**config.mk**
```make
export PLATFORM = sky130hd
export DESIGN_NAME = lif_array
export DESIGN_NICKNAME = d
export VERILOG_FILES = /design/src/rtl/lif_pkg.sv /design/src/rtl/lif_cell.sv /design/src/rtl/lif_array.sv
export SDC_FILE = /design/constraint.sdc
export NUM_CORES = 1
export LEC_CHECK = 0
export ABC_AREA = 1
export CORE_MARGIN = 3
export CORE_UTILIZATION = 50
export DETAILED_ROUTE_END_ITERATION = 16
export GPL_ROUTABILITY_DRIVEN = 0
export HOLD_SLACK_MARGIN = 0.02
export PLACE_DENSITY = 0.73
export SKIP_LAST_GASP = 1
export SLEW_MARGIN = 20
export SYNTH_ARGS = -nofsm -noshare
export SYNTH_HDL_FRONTEND = slang
export SYNTH_SLANG_ARGS = --single-unit
```
**constraint.sdc**
```tcl
create_clock -name clk -period 7.6 [get_ports clk]
set_clock_uncertainty 0.2 [all_clocks]
set_input_delay 2.28 -clock clk [delete_from_list [all_inputs] [get_ports clk]]
set_output_delay 2.28 -clock clk [all_outputs]
set_load 0.005 [all_outputs]
```
**src/rtl/lif_pkg.sv**
```systemverilog
// Shared constants and arithmetic helpers for the leaky integrate-and-fire layer.
// Optional neuron chaining is controlled by the LIF_CHAIN_EN macro (see lif_cell).
package lif_pkg;

  localparam int RESET_ZERO = 0;
  localparam int RESET_SUB  = 1;

  function automatic int leak_w(input int width);
    return $clog2(width) + 1;
  endfunction

  // Unsigned three-term sum clamped to 2^width - 1; the 34-bit sum cannot wrap for width <= 32.
  function automatic logic [31:0] sat_add(input logic [31:0] a, input logic [31:0] b,
                                          input logic [31:0] c, input int width);
    logic [33:0] sum;
    logic [33:0] max_val;
    sum     = {2'b00, a} + {2'b00, b} + {2'b00, c};
    max_val = (34'd1 << width) - 34'd1;
    return (sum > max_val) ? max_val[31:0] : sum[31:0];
  endfunction

endpackage

```
**src/rtl/lif_cell.sv**
```systemverilog
// One leaky integrate-and-fire neuron: membrane state, refractory counter and chain flag.
// With LIF_CHAIN_EN defined, chain_in adds CHAIN_W during normal integration.
module lif_cell
  import lif_pkg::*;
#(
  parameter int WIDTH      = 8,
  parameter int REFRAC     = 2,
  parameter int RESET_MODE = RESET_ZERO,
  parameter int CHAIN_W    = 16
) (
  input  logic                       clk,
  input  logic                       rst_n,
  input  logic                       tick,
  input  logic [WIDTH-1:0]           current,
  input  logic [WIDTH-1:0]           threshold,
  input  logic [leak_w(WIDTH)-1:0]   leak_shift,
  input  logic                       chain_in,
  output logic                       spike,
  output logic                       fired,
  output logic [WIDTH-1:0]           state
);

  localparam int RCW = (REFRAC > 0) ? $clog2(REFRAC + 1) : 1;
  localparam logic [RCW-1:0] RCNT_LOAD = RCW'(REFRAC);

  logic [WIDTH-1:0] state_q, state_d, leaked, integ;
  logic [RCW-1:0]   rcnt_q, rcnt_d;
  logic             spike_d;
  logic [31:0]      chain_add;

`ifdef LIF_CHAIN_EN
  logic fired_q;

  assign chain_add = chain_in ? 32'(CHAIN_W) : 32'd0;

  // fired stays high from a spike tick until this neuron's next tick, whatever the gap.
  always_ff @(posedge clk or negedge rst_n) begin
    if (!rst_n)    fired_q <= 1'b0;
    else if (tick) fired_q <= spike_d;
  end

  assign fired = fired_q;
`else
  logic unused_chain;

  assign unused_chain = chain_in | (CHAIN_W < 0);
  assign chain_add    = 32'd0;
  assign fired        = 1'b0;
`endif

  always_comb begin
    if (32'(leak_shift) >= 32'(WIDTH)) leaked = state_q;
    else                               leaked = state_q - (state_q >> leak_shift);
  end

  assign integ = WIDTH'(sat_add(32'(leaked), 32'(current), chain_add, WIDTH));

  always_comb begin
    state_d = state_q;
    rcnt_d  = rcnt_q;
    spike_d = 1'b0;
    if (rcnt_q != '0) begin
      rcnt_d = rcnt_q - RCW'(1);
    end else if (state_q >= threshold) begin
      spike_d = 1'b1;
      rcnt_d  = RCNT_LOAD;
      state_d = (RESET_MODE == RESET_SUB) ? state_q - threshold : '0;
    end else begin
      state_d = integ;
    end
  end

  always_ff @(posedge clk or negedge rst_n) begin
    if (!rst_n) begin
      state_q <= '0;
      rcnt_q  <= '0;
      spike   <= 1'b0;
    end else if (tick) begin
      state_q <= state_d;
      rcnt_q  <= rcnt_d;
      spike   <= spike_d;
    end else begin
      spike   <= 1'b0;
    end
  end

  assign state = state_q;

endmodule

```
**src/rtl/lif_array.sv**
```systemverilog
// Layer of N leaky integrate-and-fire neurons sharing threshold and leak; advances on tick.
// LIF_CHAIN_EN enables each neuron's fired flag to feed its successor.
module lif_array
  import lif_pkg::*;
#(
  parameter int N          = 4,
  parameter int WIDTH      = 8,
  parameter int REFRAC     = 2,
  parameter int RESET_MODE = RESET_ZERO,
  parameter int CHAIN_W    = 16
) (
  input  logic                     clk,
  input  logic                     rst_n,
  input  logic                     tick,
  input  logic [N*WIDTH-1:0]       current,
  input  logic [WIDTH-1:0]         threshold,
  input  logic [leak_w(WIDTH)-1:0] leak_shift,
  output logic [N-1:0]             spike,
  output logic [N*WIDTH-1:0]       state
);

  // tick is a plain per-cycle qualifier: every cycle with tick=1 is one time step; no backpressure.
  logic [N-1:0] fired;
  logic [N-1:0] chain;
  logic         unused_last;

  assign chain[0]    = 1'b0;
  assign unused_last = fired[N-1];

  for (genvar i = 1; i < N; i++) begin : g_chain
    assign chain[i] = fired[i-1];
  end

  for (genvar i = 0; i < N; i++) begin : g_cell
    lif_cell #(
      .WIDTH      (WIDTH),
      .REFRAC     (REFRAC),
      .RESET_MODE (RESET_MODE),
      .CHAIN_W    (CHAIN_W)
    ) u_cell (
      .clk        (clk),
      .rst_n      (rst_n),
      .tick       (tick),
      .current    (current[i*WIDTH +: WIDTH]),
      .threshold  (threshold),
      .leak_shift (leak_shift),
      .chain_in   (chain[i]),
      .spike      (spike[i]),
      .fired      (fired[i]),
      .state      (state[i*WIDTH +: WIDTH])
    );
  end

endmodule

```
After elaboration in Yosys (flattened, before gate mapping)
Cells that the tools add are included.
W data, S select, Z words.
{"block": "op_classes", "shift": 4, "magnitude_cmp": 9, "addsub": 12, "muxes": 32, "n_reduce_logical": 16, "bitwise": 4}
{"cell": "$mux W8", "n": 12}
{"cell": "$add A8 B8 Y9", "n": 4}
{"cell": "$gt A9 B8 Y1 const B", "n": 4}
{"cell": "$ge A8 B8 Y1", "n": 4}
{"cell": "$shr A8 B4 Y8", "n": 4}
{"cell": "$sub A8 B8 Y8", "n": 4}
{"cell": "$mux W2", "n": 8}
{"cell": "$reduce_and A2 Y1", "n": 8}
{"cell": "$reduce_bool A2 Y1", "n": 8}
{"cell": "$mux W1", "n": 12}
{"cell": "$sub A2 B1 Y2 const B", "n": 4}
{"cell": "$ge A4 B4 Y1 const B", "n": 1}
{"cell": "$not A1 Y1", "n": 4}
{"block": "totals", "output_inout_bits": 36, "register_bits": 44, "wordCells": 89, "inputBits": 47}

Longest topological paths before layout
Gate-level depths: netlist of the first run.
{"block": "logic_depth", "word_depth": 7, "mapped_depth": 26}

By module
Synthesis of the first run repeated with hierarchy kept, for this count alone.
{"block": "hier_totals", "cells_unflattened": 1137, "area_unflattened_um2": 7250.7}
{"module": "lif_cell (g_cell[2].u_cell ...)", "n_inst": 2, "cells_per_inst": 284, "area_per_inst_um2": 1816.7}
{"module": "lif_cell (g_cell[0].u_cell)", "n_inst": 1, "cells_per_inst": 283, "area_per_inst_um2": 1813.0}
{"module": "lif_cell (g_cell[1].u_cell)", "n_inst": 1, "cells_per_inst": 285, "area_per_inst_um2": 1800.5}
{"module": "lif_array", "n_inst": 1, "cells_per_inst": 1, "area_per_inst_um2": 3.8}

Least setup slack after synthesis of the first run
OpenSTA, ideal clock, no wires.
{"block": "synth_timing", "path_type": "input to register", "startpoint": "input port leak_shift[1]", "endpoint": "register g_cell[3].u_cell.state_q[3]", "slack_ns": 2.412, "path_stages": 23, "arrival_ns": 4.872, "setup_time_ns": 0.116, "path_cell_list": "buf_4 > buf_2 > a21oi_1 > o21ai_0 > nand3_1 > o21ai_0 > ha_1 > fa_1 > inv_1 > nand4_1 > nand3_1 > nand2_1 > nand3_1 > o21ai_0 > ha_1 > nand2_1 > inv_1 > a21oi_1 > nand2_1 > inv_1 > o21ai_0 > nand2_1 > nand2_1"}
{"block": "synth_between", "elab_chain_len": 7, "word_cells_on_any_way": 8, "classes_between": "2 x add/sub; 2 x order compare; 1 x shift; 3 x mux"}
{"item": "from (decl)", "line_no": "lif_array.sv:17", "rtl": "input logic [leak_w(WIDTH)-1:0] leak_shift,"}
{"item": "$shr A8 B4 Y8", "line_no": "lif_cell.sv:53", "rtl": "else leaked = state_q - (state_q >> leak_shift);"}
{"item": "$sub A8 B8 Y8", "line_no": "lif_cell.sv:53"}
{"item": "$mux W8 *", "line_no": "lif_cell.sv:52", "rtl": "if (32'(leak_shift) >= 32'(WIDTH)) leaked = state_q;"}
{"item": "$add A8 B8 Y9 *", "line_no": "lif_pkg.sv:17", "rtl": "sum = {2'b00, a} + {2'b00, b} + {2'b00, c};"}
{"item": "$gt A9 B8 Y1", "line_no": "lif_pkg.sv:19", "rtl": "return (sum > max_val) ? max_val[31:0] : sum[31:0];"}
{"item": "$mux W8 *", "line_no": "lif_pkg.sv:19"}
{"item": "$mux W8 *", "line_no": "lif_cell.sv:64", "rtl": "end else if (state_q >= threshold) begin"}
{"item": "to (signal assigned)", "line_no": "lif_cell.sv:79", "rtl": "state_q <= state_d;"}
{"item": "to (decl)", "line_no": "lif_cell.sv:26", "rtl": "logic [WIDTH-1:0] state_q, state_d, leaked, integ;"}
Every way passes the cells marked *; elsewhere a longest branch is shown, timed or not.
A chain may end at the register's enable or synchronous reset.

Final worst setup path of the first run
{"block": "layout_timing", "startpoint": "input port leak_shift[3]", "endpoint": "register g_cell[3].u_cell.state_q[4]"}
The elaborated chain is that of the path after synthesis.

==> results of run 1 <==
cell families (layout without fill, tap and decap cells):
family	after synthesis	in the layout	synth area share, %
simple gates	545	545	34.5
buf+inv	211	279	12.6
compound gates	169	169	13.9
fa+ha+maj	108	108	20.5
flops	44	44	16.0
xor+xnor	11	11	1.40
mux	8	8	1.16
Yosys cell counts:
cell,count
o21a_1,4
dfrtp_1,44
or2_2,7
clkbuf_2,1
clkbuf_1,2
a21oi_2,2
inv_2,10
a21oi_1,56
buf_1,2
mux2i_1,8
buf_4,6
o21ai_0,61
buf_6,5
nor2_2,3
or2_1,12
buf_2,10
xor2_1,5
ha_1,100
o22ai_2,4
nand2_2,2
nor2_4,2
o21ai_2,9
nand4_2,4
xnor2_1,6
and2_1,2
nand3_2,3
a21o_1,7
o21ai_1,18
nand3_1,81
nor2_1,37
nand3b_1,2
nor3_1,3
o22ai_1,8
fa_1,8
inv_1,174
inv_4,1
nand2_1,353
nand4_1,34
power by group through the flow:
stage | clock network, W | logic (W) | registers, W
2_1_floorplan | 0 | 0.00188 | 0.000473
3_3_place_gp | 0 | 0.00246 | 0.000552
3_5_place_dp | 0 | 0.00250 | 0.000550
4_1_cts | 0.000234 | 0.00251 | 0.000548
5_1_grt | 0.000240 | 0.00290 | 0.000565
6_report | 0.000231 | 0.00252 | 0.000548
metal layers:
layer,vias to the layer above,part of all wire [%],track usage (%)
met2,156,47,42.0
met1,3118,47,32.1
met3,20,3.9,1.83
met5,-,0,0
li1,3696,-,-
met4,0,1.8,6.23
state kept, by name, indices dropped and copies added, names as in the netlist:
register,count
g_cell.u_cell.state,32
g_cell.u_cell.spike,4
g_cell.u_cell.rcnt_q,8
cells in the final DEF, fill, tap and decap left out, types with 6 or more instances in the layout:
cell type / n
clkdlybuf4s50_1: 80
xnor2_1: 6
or2_2: 7
fa_1: 8
nor2_1: 37
inv_2: 10
o21ai_0: 61
or2_1: 12
ha_1: 100
o22ai_1: 8
inv_1: 174
o21ai_2: 9
mux2i_1: 8
nand2_1: 353
nand4_1: 34
a21oi_1: 56
nand3_1: 81
dfrtp_1: 44
a21o_1: 7
o21ai_1: 18
final timing paths:
| kind | endpoint | slack (ns) | cells past startpoint |
|---|---|---|---|
| setup / recovery | g_cell[3].u_cell.state[4] | 1.38 | 22 |
| hold / removal | g_cell[2].u_cell.rcnt_q[0] | 0.28 | 2 |
| setup reg to reg | g_cell[3].u_cell.state[4] | 3.80 | 23 |
| hold reg to reg | g_cell[2].u_cell.rcnt_q[0] | 0.28 | 2 |
| max in group asynchronous | g_cell[2].u_cell.state[7] | 4.93 | 2 |
| min in group asynchronous | g_cell[0].u_cell.spike | 1.88 | 2 |
worst register-to-register path: stages (launching register included):
cell,delay [ns]
dfrtp_1,0.50
inv_1,0.15
nand2_1,0.05
o21ai_0,0.13
nand2_1,0.07
o21ai_0,0.12
o21ai_0,0.14
ha_1,0.23
fa_1,0.36
inv_1,0.11
nand4_1,0.14
nand3_1,0.10
nand2_1,0.05
nand3_1,0.06
o21ai_0,0.13
ha_1,0.38
nand2_1,0.11
inv_1,0.04
a21oi_1,0.13
nand2_1,0.13
inv_1,0.14
o21ai_0,0.11
nand2_1,0.07
nand2_1,0.05
stage by stage:
step / power (W) / cells / area (µm²) / utilization, % / setup WS (ns)
floorplan: 0.00236 / 1096 / 6890 / - / 2.41
global placement: 0.00301 / 1333 / 7790 / 58.3 / 1.22
detailed placement: 0.00305 / 1333 / 7790 / 58.3 / 1.12
CTS: 0.00329 / 1340 / 7940 / 59.5 / 1.41
global route: 0.00371 / 1340 / 7940 / 59.5 / 1.04
finish: 0.00330 / 1340 / 7940 / 59.5 / 1.38
cell type report:
type                    instances  area share (%)
flip-flops and latches         44            13.9
inverters                     185            8.78
clock buffers                   7            1.92
well taps                     176            2.77
multi-input cells             841            62.0
repair buffers                 87            10.7
==> results.md, run 1 <==
- Vias in the first global route: 6439
- Mapped Area: 6890 µm²
- Largest net degree at the start of global routing: 45
- FP Rows: 42
- Critical-path cell list: clkdlybuf4s50_1, buf_4, nor2_4, inv_1, or2_1, ha_1, nand2_1, inv_1, nand4_1, nand3_1, nand2_1, nand3_1, o21ai_0, ha_1, nand2_1, inv_1, a21oi_1, nand2_1, inv_1, o21ai_0, nand2_1, nand2_1
- Root Driver: clkbuf_16
- CTS tree: built
- Critical path startpoint category: input port
- Ratio of cells with drive above 1 in the final layout: 5.24%
- Area of the multi-input gates: 4920 µm²
- Hpwl dp: 14100 µm
- Min Tclk post-route: 6.22 ns
- Achievable frequency: 161 MHz
- Part of the power in combinational logic: 76.4%
- Top Ports: 83
- Port Buffers: 82
- Initial antenna violation count: 0
- Resized cells post-CTS: 0
- CP endpoint kind: register
- Vias: 6990
- Slew Viols, Final: 0
- Post-Synthesis Cells: 1096
- Residual DRC count: 0
- Ys Warns: 0
- DR WL/cell: 13.5 µm
- Slew headroom: 41.4%
- ANT nets after route: 0
- Vias per cell: 5.22
- Final setup vio count: 0
- Crit share post-route: 81.9%
- GRT Residual Overflow: 0
- Top-area cell type share of the netlist area: 19.2%
- Final Routed Wirelength: 18100 µm
- Clock Power Share: 7.0%
- Die area: 15200 µm²
- Hold Crit Class: register to register
- Setup_tns: 0 ns
- P_int: 0.00154 W
- WHS: 0.282 ns
- Hold Vio Cnt, Final: 0
- WP data arrival: 6.20 ns
- Reg2Reg Launch Point: g_cell[3].u_cell.state[5]
- TritonCTS sink count: 44
- Filler cell count: 1362
- Min-delay src: g_cell[2].u_cell.rcnt_q[0]
- Status: completed
- Most frequent CP cell: nand2_1
- Clk pin slew, worst setup/hold paths: 0.06 ns
- Syn Area/Cell: 6.29 µm²
- CP startpoint: leak_shift[3]
- Max incr delay on CP: 0.41 ns
- WS Path Type: input port to register
- #FFs+latches synth: 44
- Library cells used by synthesis: 38
- H-tree levels: 2
- Starting Density: 51.6%
- CP max stage cell: clkdlybuf4s50_1
- Max-cap violations: 0
- Hold Buf Count CTS: 0
- Syn_nets: 1251
- Main area contributors after synthesis: nand2_1 19%, ha_1 18%, dfrtp_1 16%
- First-pass GRT wire length: 29800 µm
- P per Cell Area: 416 nW/µm²
- Clk buf depth: 2
- NumNets Final: 1319
- TritonRoute pass-1 iters: 5
- Die Span X: 123 µm
- Flop pwr share: 16.6%
- Total Routing Usage GR: 24.0%
- Worst vdd ir: 215 µV
- Worst EP required: 7.58 ns
- Total core area: 13300 µm²
- Yosys top cell by area: nand2_1
- Worst-path maximum fanout: 38
- Die height: 123 µm
- P&R area growth vs syn: 15.2%
- Number of antenna diodes: 0
- Sw frac: 53.4%
- Drt initial violations: 282
- P_sw: 0.00176 W
- Worst skew pair latency: 0.29 ns
- Family with the most delay on the worst path: simple AND/OR/NAND/NOR gates
- Slew @ Worst Pin: 0.879 ns
- CTS buffer count: 5
- RSZ-0062 raised after global routing: no
- Register Area: 1100 µm²
- Seq/Total Area, Yosys: 16.0%
- Setup repair bufs after CTS: 0
- Leak: 4.34 nW
- Worst Path Buf+Inv: 6
(Power assumes the default switching activity.)
==> run 2: changes to the inputs <==
Settings changed: PLACE_DENSITY 0.73 to 0.76.
Clock period 7.6 ns to 5.2 ns, I/O delays scaled along.
==> results.md, run 2 (synthesis results as in run 1) <==
- Setup_tns: 0 ns (unchanged)
- Clk buf depth: 2 (unchanged)
- CTS buffer count: 5 (unchanged)
- H-tree levels: 2 (unchanged)
- Hpwl dp: 14200 µm (was 14100 µm)
- WP data arrival: 4.95 ns (was 6.20 ns)
- Final Routed Wirelength: 18200 µm (was 18100 µm)
- Worst setup path end: g_cell[2].u_cell.state[7] (was g_cell[3].u_cell.state[4])
- Leak: 4.45 nW (was 4.34 nW)
- Hold Vio Cnt, Final: 0 (unchanged)
- Filler cell count: 1354 (was 1362)
- Worst vdd ir: 285 µV (was 215 µV)
- Layout Utilization: 61.1% (was 59.5%)
- Min Tclk post-route: 4.97 ns
- Commonest non-fill, non-tap cell in the layout: nand2_1 (unchanged)
- Residual DRC count: 0 (unchanged)
- Clk pin slew, worst setup/hold paths: 0.06 ns (about the same)
- CP endpoint kind: register (unchanged)
- Vias per cell: 5.24 (was 5.22)
- P&R area growth vs syn: 18.4% (was 15.2%)
- Largest register FFs: 32 (unchanged)
- Ratio of cells with drive above 1 in the final layout: 7.17% (was 5.24%)
- Drt initial violations: 391 (was 282)
- Root Driver: clkbuf_16 (unchanged)
- Total Routing Usage GR: 24.4% (was 24.0%)
- Reg2reg end: g_cell[3].u_cell.state[3] (was g_cell[3].u_cell.state[4])
- Top Ports: 83 (unchanged)
- Crit share post-route: 95.6%
- Worst skew pair latency: 0.29 ns (about the same)
- Initial antenna violation count: 0 (unchanged)
- Final WS setup: 0.230 ns (was 1.38 ns)
- CP startpoint: leak_shift[2] (was leak_shift[3])
- NumNets Final: 1340 (was 1319)
- Max-cap violations: 0 (unchanged)
- Achievable frequency: 201 MHz
- Slew Viols, Final: 0 (unchanged)
- TritonCTS sink count: 44 (unchanged)
- Die height: 123 µm (unchanged)
- Starting Density: 51.6% (unchanged)
- Vias in the first global route: 6561 (was 6439)
- Status: completed (unchanged)
- RSZ-0062 raised after global routing: yes (was no)
- First-pass GRT wire length: 30300 µm (was 29800 µm)
- Pre-CTS setup slack: -0.0422 ns (was 1.12 ns)
- DR WL/cell: 13.4 µm (was 13.5 µm)
- Register-to-Register Path Depth: 21 (was 23)
- Worst EP required: 5.18 ns (was 7.58 ns)
- ANT nets after route: 0 (unchanged)
- Die area: 15200 µm² (unchanged)
- Slew @ Worst Pin: 0.720 ns (was 0.879 ns)
- Commonest cells after routing, fill and taps aside: 353 x nand2_1, 173 x inv_1, 98 x ha_1 (was 353 x nand2_1, 174 x inv_1, 100 x ha_1)
- GRT Residual Overflow: 0 (unchanged)
- Largest net degree at the start of global routing: 45 (unchanged)
- Worst-path maximum fanout: 8 (was 38)
- Number of antenna diodes: 0 (unchanged)
- R2R setup slack: 1.51 ns (was 3.80 ns)
- Vias: 7138 (was 6990)
- CTS tree: built (unchanged)
- Reg2Reg Launch Point: g_cell[3].u_cell.state[6] (was g_cell[3].u_cell.state[5])
- P per Cell Area: 601 nW/µm² (was 416 nW/µm²)
- Final setup vio count: 0 (unchanged)
- Slew headroom: 51.8% (was 41.4%)
- Hold Crit Class: register to register (unchanged)
- Critical path startpoint category: input port (unchanged)
- Total core area: 13300 µm² (unchanged)
- Register Area: 1100 µm² (unchanged)
- TritonRoute pass-1 iters: 5 (unchanged)
- Port Buffers: 82 (unchanged)
- FP Rows: 42 (unchanged)
- Area of the multi-input gates: 4940 µm² (was 4920 µm²)
- WS Path Type: input port to register (unchanged)
- Die Span X: 123 µm (unchanged)
-- run 2: layer usage --
metal / up-vias / GRT usage, % / share of wire (%)
met4: 0 / 6.57 / 1.8
met2: 132 / 42.6 / 48
met5: - / 0 / 0
met1: 3238 / 32.3 / 47
li1: 3740 / - / -
met3: 28 / 2.15 / 3.6
-- run 2: worst min-delay path by stage --
stage                               start                         end  slack, ns  cells after the start
3_5_place_dp   g_cell[2].u_cell.rcnt_q[0]  g_cell[2].u_cell.rcnt_q[0]       0.27                      2
4_1_cts        g_cell[0].u_cell.rcnt_q[0]  g_cell[0].u_cell.rcnt_q[0]       0.28                      2
6_report       g_cell[3].u_cell.rcnt_q[0]  g_cell[3].u_cell.rcnt_q[0]       0.28                      2
5_1_grt        g_cell[3].u_cell.rcnt_q[0]  g_cell[3].u_cell.rcnt_q[0]       0.30                      2
3_3_place_gp   g_cell[3].u_cell.rcnt_q[0]  g_cell[3].u_cell.rcnt_q[0]       0.26                      2
2_1_floorplan  g_cell[0].u_cell.rcnt_q[0]  g_cell[0].u_cell.rcnt_q[0]       0.24                      2
-- run 2: cell type report --
type | instances | area share, %
tap | 176 | 2.70
timing repair buffer | 108 | 12.8
inverter | 185 | 8.62
multi-input combinational | 841 | 60.6
sequential | 44 | 13.5
clock buffer | 8 | 1.80
-- run 2: power breakdown --
part / total, W / switching, W / internal [W] / leakage (nW)
clock: 0.000330 / 0.000138 / 0.000192 / 0.0712
sequential: 0.000803 / 0.000301 / 0.000502 / 0.551
combinational: 0.00377 / 0.00215 / 0.00162 / 3.83
total: 0.00490 / 0.00258 / 0.00232 / 4.45
-- run 2: critical path, stage by stage --
cell and delay [ns]:
clkdlybuf4s50_1 0.50, nor2_4 0.16, clkinvlp_4 0.18, buf_4 0.21
or2_1 0.26, ha_4 0.30, nand2_1 0.06, or2_1 0.23
nand3_1 0.10, nor2_1 0.05, o21ai_1 0.19, ha_2 0.35
a21oi_2 0.21, inv_1 0.06, nand2_1 0.08, nand3_2 0.12
inv_1 0.14, nand3_1 0.08, nand2_1 0.07, nand2_1 0.04
-- run 2: per-stage QoR --
stage,area (µm²),power (W),hold slack [ns],cells
3_5_place_dp,7930,0.00450,0.265,1349
2_1_floorplan,6890,0.00344,0.242,1096
3_3_place_gp,7930,0.00444,0.262,1349
5_1_grt,8150,0.00554,0.301,1362
6_report,8150,0.00490,0.284,1362
4_1_cts,8080,0.00486,0.280,1357
-- run 2: repair_timing --
action | CTS | global route
hold buffers | 0 | 0
setup buffers | 0 | 5
setup endpoints to repair | 0 | 8
endpoints found under the hold margin | 0 | 0
resized for setup | 0 | 8
==> run 3: changes to the inputs <==
Settings changed: CORE_MARGIN 3 to unset.
==> results.md, run 3 (synthesis results as in run 1) <==
- Achievable frequency: 201 MHz (about the same)
- P per Cell Area: 608 nW/µm² (was 601 nW/µm²)
- FP Rows: 42 (unchanged)
- Worst-path maximum fanout: 16 (was 8)
- Worst vdd ir: 353 µV (was 285 µV)
- Crit share post-route: 95.9% (was 95.6%)
- Hold Crit Class: register to register (unchanged)
- H-tree levels: 2 (unchanged)
- Layout Utilization: 60.9% (was 61.1%)
- Total core area: 13300 µm² (unchanged)
- Family with the most delay on the worst path: buffers and inverters (was simple AND/OR/NAND/NOR gates)
- R2R setup slack: 1.43 ns (was 1.51 ns)
- Critical-path cell list: clkdlybuf4s50_1, nor2_4, buf_4, nand3_1, o21ai_0, ha_1, fa_1, inv_1, nand4_1, nand3_1, nand2_1, nand3_1, o21ai_0, ha_1, nand2_1, inv_1, a21oi_1, nand2_1, inv_2, nand3_1, nand2_1, nand2_1 (was clkdlybuf4s50_1, nor2_4, clkinvlp_4, buf_4, or2_1, ha_4, nand2_1, or2_1, nand3_1, nor2_1, o21ai_1, ha_2, a21oi_2, inv_1, nand2_1, nand3_2, inv_1, nand3_1, nand2_1, nand2_1)
- Largest register FFs: 32 (unchanged)
- Worst Path Buf+Inv: 5 (unchanged)
- Starting Density: 51.6% (unchanged)
- Initial antenna violation count: 0 (unchanged)
- WP data arrival: 4.97 ns (was 4.95 ns)
- CP max stage cell: clkdlybuf4s50_1 (unchanged)
- Worst skew pair latency: 0.29 ns (about the same)
- Filler cell count: 1301 (was 1354)
- Clk buf depth: 2 (unchanged)
- Status: completed (unchanged)
- Number of antenna diodes: 0 (unchanged)
- First-pass GRT wire length: 30700 µm (was 30300 µm)
- Vias per cell: 5.27 (was 5.24)
- Total Routing Usage GR: 26.3% (was 24.4%)
- TritonCTS sink count: 44 (unchanged)
- CP startpoint: leak_shift[2] (unchanged)
- Ratio of cells with drive above 1 in the final layout: 7.18% (was 7.17%)
- Post-Layout Cell Count: 1360 (was 1362)
- Worst Hold End: g_cell[1].u_cell.rcnt_q[0] (was g_cell[3].u_cell.rcnt_q[0])
- Register-to-Register Path Depth: 23 (was 21)
- CP endpoint kind: register (unchanged)
- P&R area growth vs syn: 18.0% (was 18.4%)
- Residual DRC count: 0 (unchanged)
- Slew headroom: 58.2% (was 51.8%)
- WHS: 0.274 ns (was 0.284 ns)
- Worst EP required: 5.19 ns (was 5.18 ns)
- Slew Viols, Final: 0 (unchanged)
- Hpwl dp: 14200 µm (about the same)
- Max incr delay on CP: 0.58 ns (was 0.50 ns)
- TritonRoute pass-1 iters: 5 (unchanged)
- Commonest non-fill, non-tap cell in the layout: nand2_1 (unchanged)
- DR WL/cell: 13.5 µm (was 13.4 µm)
- GRT Residual Overflow: 0 (unchanged)
- Placed insts: 1347 (was 1349)
- Worst Hold Path Cells: 2 (unchanged)
- Port Buffers: 82 (unchanged)
- Vias: 7169 (was 7138)
- Min Tclk post-route: 4.99 ns (was 4.97 ns)
- Drt initial violations: 456 (was 391)
- Final setup vio count: 0 (unchanged)
- Largest net degree at the start of global routing: 45 (unchanged)
- Reg2Reg Launch Point: g_cell[3].u_cell.state[5] (was g_cell[3].u_cell.state[6])
- CTS buffer count: 5 (unchanged)
- Critical path startpoint category: input port (unchanged)
- Final Routed Wirelength: 18400 µm (was 18200 µm)
- Commonest cells after routing, fill and taps aside: 353 x nand2_1, 171 x inv_1, 100 x ha_1 (was 353 x nand2_1, 173 x inv_1, 98 x ha_1)
- Max-cap violations: 0 (unchanged)
- Die area: 14300 µm² (was 15200 µm²)
- Root Driver: clkbuf_16 (unchanged)
- Die height: 119 µm (was 123 µm)
- Die Span X: 119 µm (was 123 µm)
- Leak: 4.45 nW (about the same)
- ANT nets after route: 0 (unchanged)
- RSZ-0062 raised after global routing: no (was yes)
- Vias in the first global route: 6599 (was 6561)
- Most frequent CP cell: nand2_1 (unchanged)
- CTS tree: built (unchanged)
- Min-delay src: g_cell[1].u_cell.rcnt_q[0] (was g_cell[3].u_cell.rcnt_q[0])
- Top Ports: 83 (unchanged)
- Clk pin slew, worst setup/hold paths: 0.06 ns (about the same)
- NumNets Final: 1339 (was 1340)
- Hold Vio Cnt, Final: 0 (unchanged)
- Reg2reg end: g_cell[3].u_cell.state[5] (was g_cell[3].u_cell.state[3])
- WS Path Type: input port to register (unchanged)
- Slew @ Worst Pin: 0.627 ns (was 0.720 ns)
[run 3: cell count changes in the layout (fill, tap and decap cells not counted), moves of 2 or more]
cell / delta
clkbuf_1: -2
ha_1: +2
inv_1: -2
inv_2: +2
o21ai_0: -2
o21ai_1: +2
[run 3: worst max-delay path by stage]
stage | endpoint | slack [ns] | cells after the start
after CTS | g_cell[3].u_cell.state[3] | 0.15 | 21
after detailed placement | g_cell[3].u_cell.state[5] | -0.15 | 21
after global routing | g_cell[2].u_cell.state[7] | 0.02 | 20
after floorplan | g_cell[3].u_cell.state[3] | 0.73 | 23
after global placement | g_cell[3].u_cell.state[3] | -0.06 | 21
final | g_cell[3].u_cell.state[5] | 0.21 | 22
[run 3: layout make-up]
class / count / area [µm²] / area share, %
Multi-Input combinational cell: 841 / 4930 / 60.6
Sequential cell: 44 / 1100 / 13.5
Clock buffer: 7 / 153 / 1.88
Timing Repair inverter: 1 / 5.00 / 0.0616
Inverter: 185 / 703 / 8.65
Timing Repair Buffer: 106 / 1020 / 12.6
Tap cell: 176 / 220 / 2.71
[run 3: layer usage]
layer  wire length (µm)  vias to the layer above  global-route usage, %
met3                784                       28                   1.96
met4                370                        0                   7.03
li1                   -                     3740                      -
met5                  0                        -                      0
met2               8590                      187                   45.2
met1               8630                     3214                   35.3
[run 3: what timing repair did]
item,4_1_cts,5_1_grt
setup endpoints to repair,0,13
hold buffers,0,0
hold endpoints to repair,0,0
resized for setup,0,10
buffers inserted,0,5
[run 3: per-stage QoR]
stage | power [W] | TNS (ns) | cell area [µm²] | worst slack (ns)
3_5_place_dp | 0.00452 | -0.824 | 7920 | -0.149
3_3_place_gp | 0.00445 | -0.228 | 7920 | -0.0590
5_1_grt | 0.00553 | 0 | 8130 | 0.0155
4_1_cts | 0.00489 | 0 | 8070 | 0.147
6_report | 0.00494 | 0 | 8130 | 0.215
2_1_floorplan | 0.00344 | 0 | 6890 | 0.732
[run 3: power by group]
| part | switching [W] | leakage (nW) | internal, W |
|---|---|---|---|
| Combinational | 0.00218 | 3.82 | 0.00162 |
| Sequential | 0.000298 | 0.551 | 0.000502 |
| Clock | 0.000139 | 0.0760 | 0.000202 |
| Total | 0.00262 | 4.45 | 0.00232 |
[run 3: worst register-to-register path: stages, from the launching register on]
cell	delay, ns
dfrtp_1	0.50
inv_1	0.15
nand2_1	0.05
o21ai_0	0.10
nand2_1	0.09
o21ai_1	0.10
o21ai_0	0.10
ha_1	0.22
fa_1	0.38
inv_1	0.11
nand4_1	0.15
nand3_1	0.10
nand2_1	0.05
nand3_1	0.06
o21ai_0	0.12
ha_1	0.38
nand2_1	0.11
inv_1	0.04
a21oi_1	0.18
nand2_1	0.14
inv_2	0.12
nand3_1	0.09
nand2_1	0.07
nand2_1	0.05
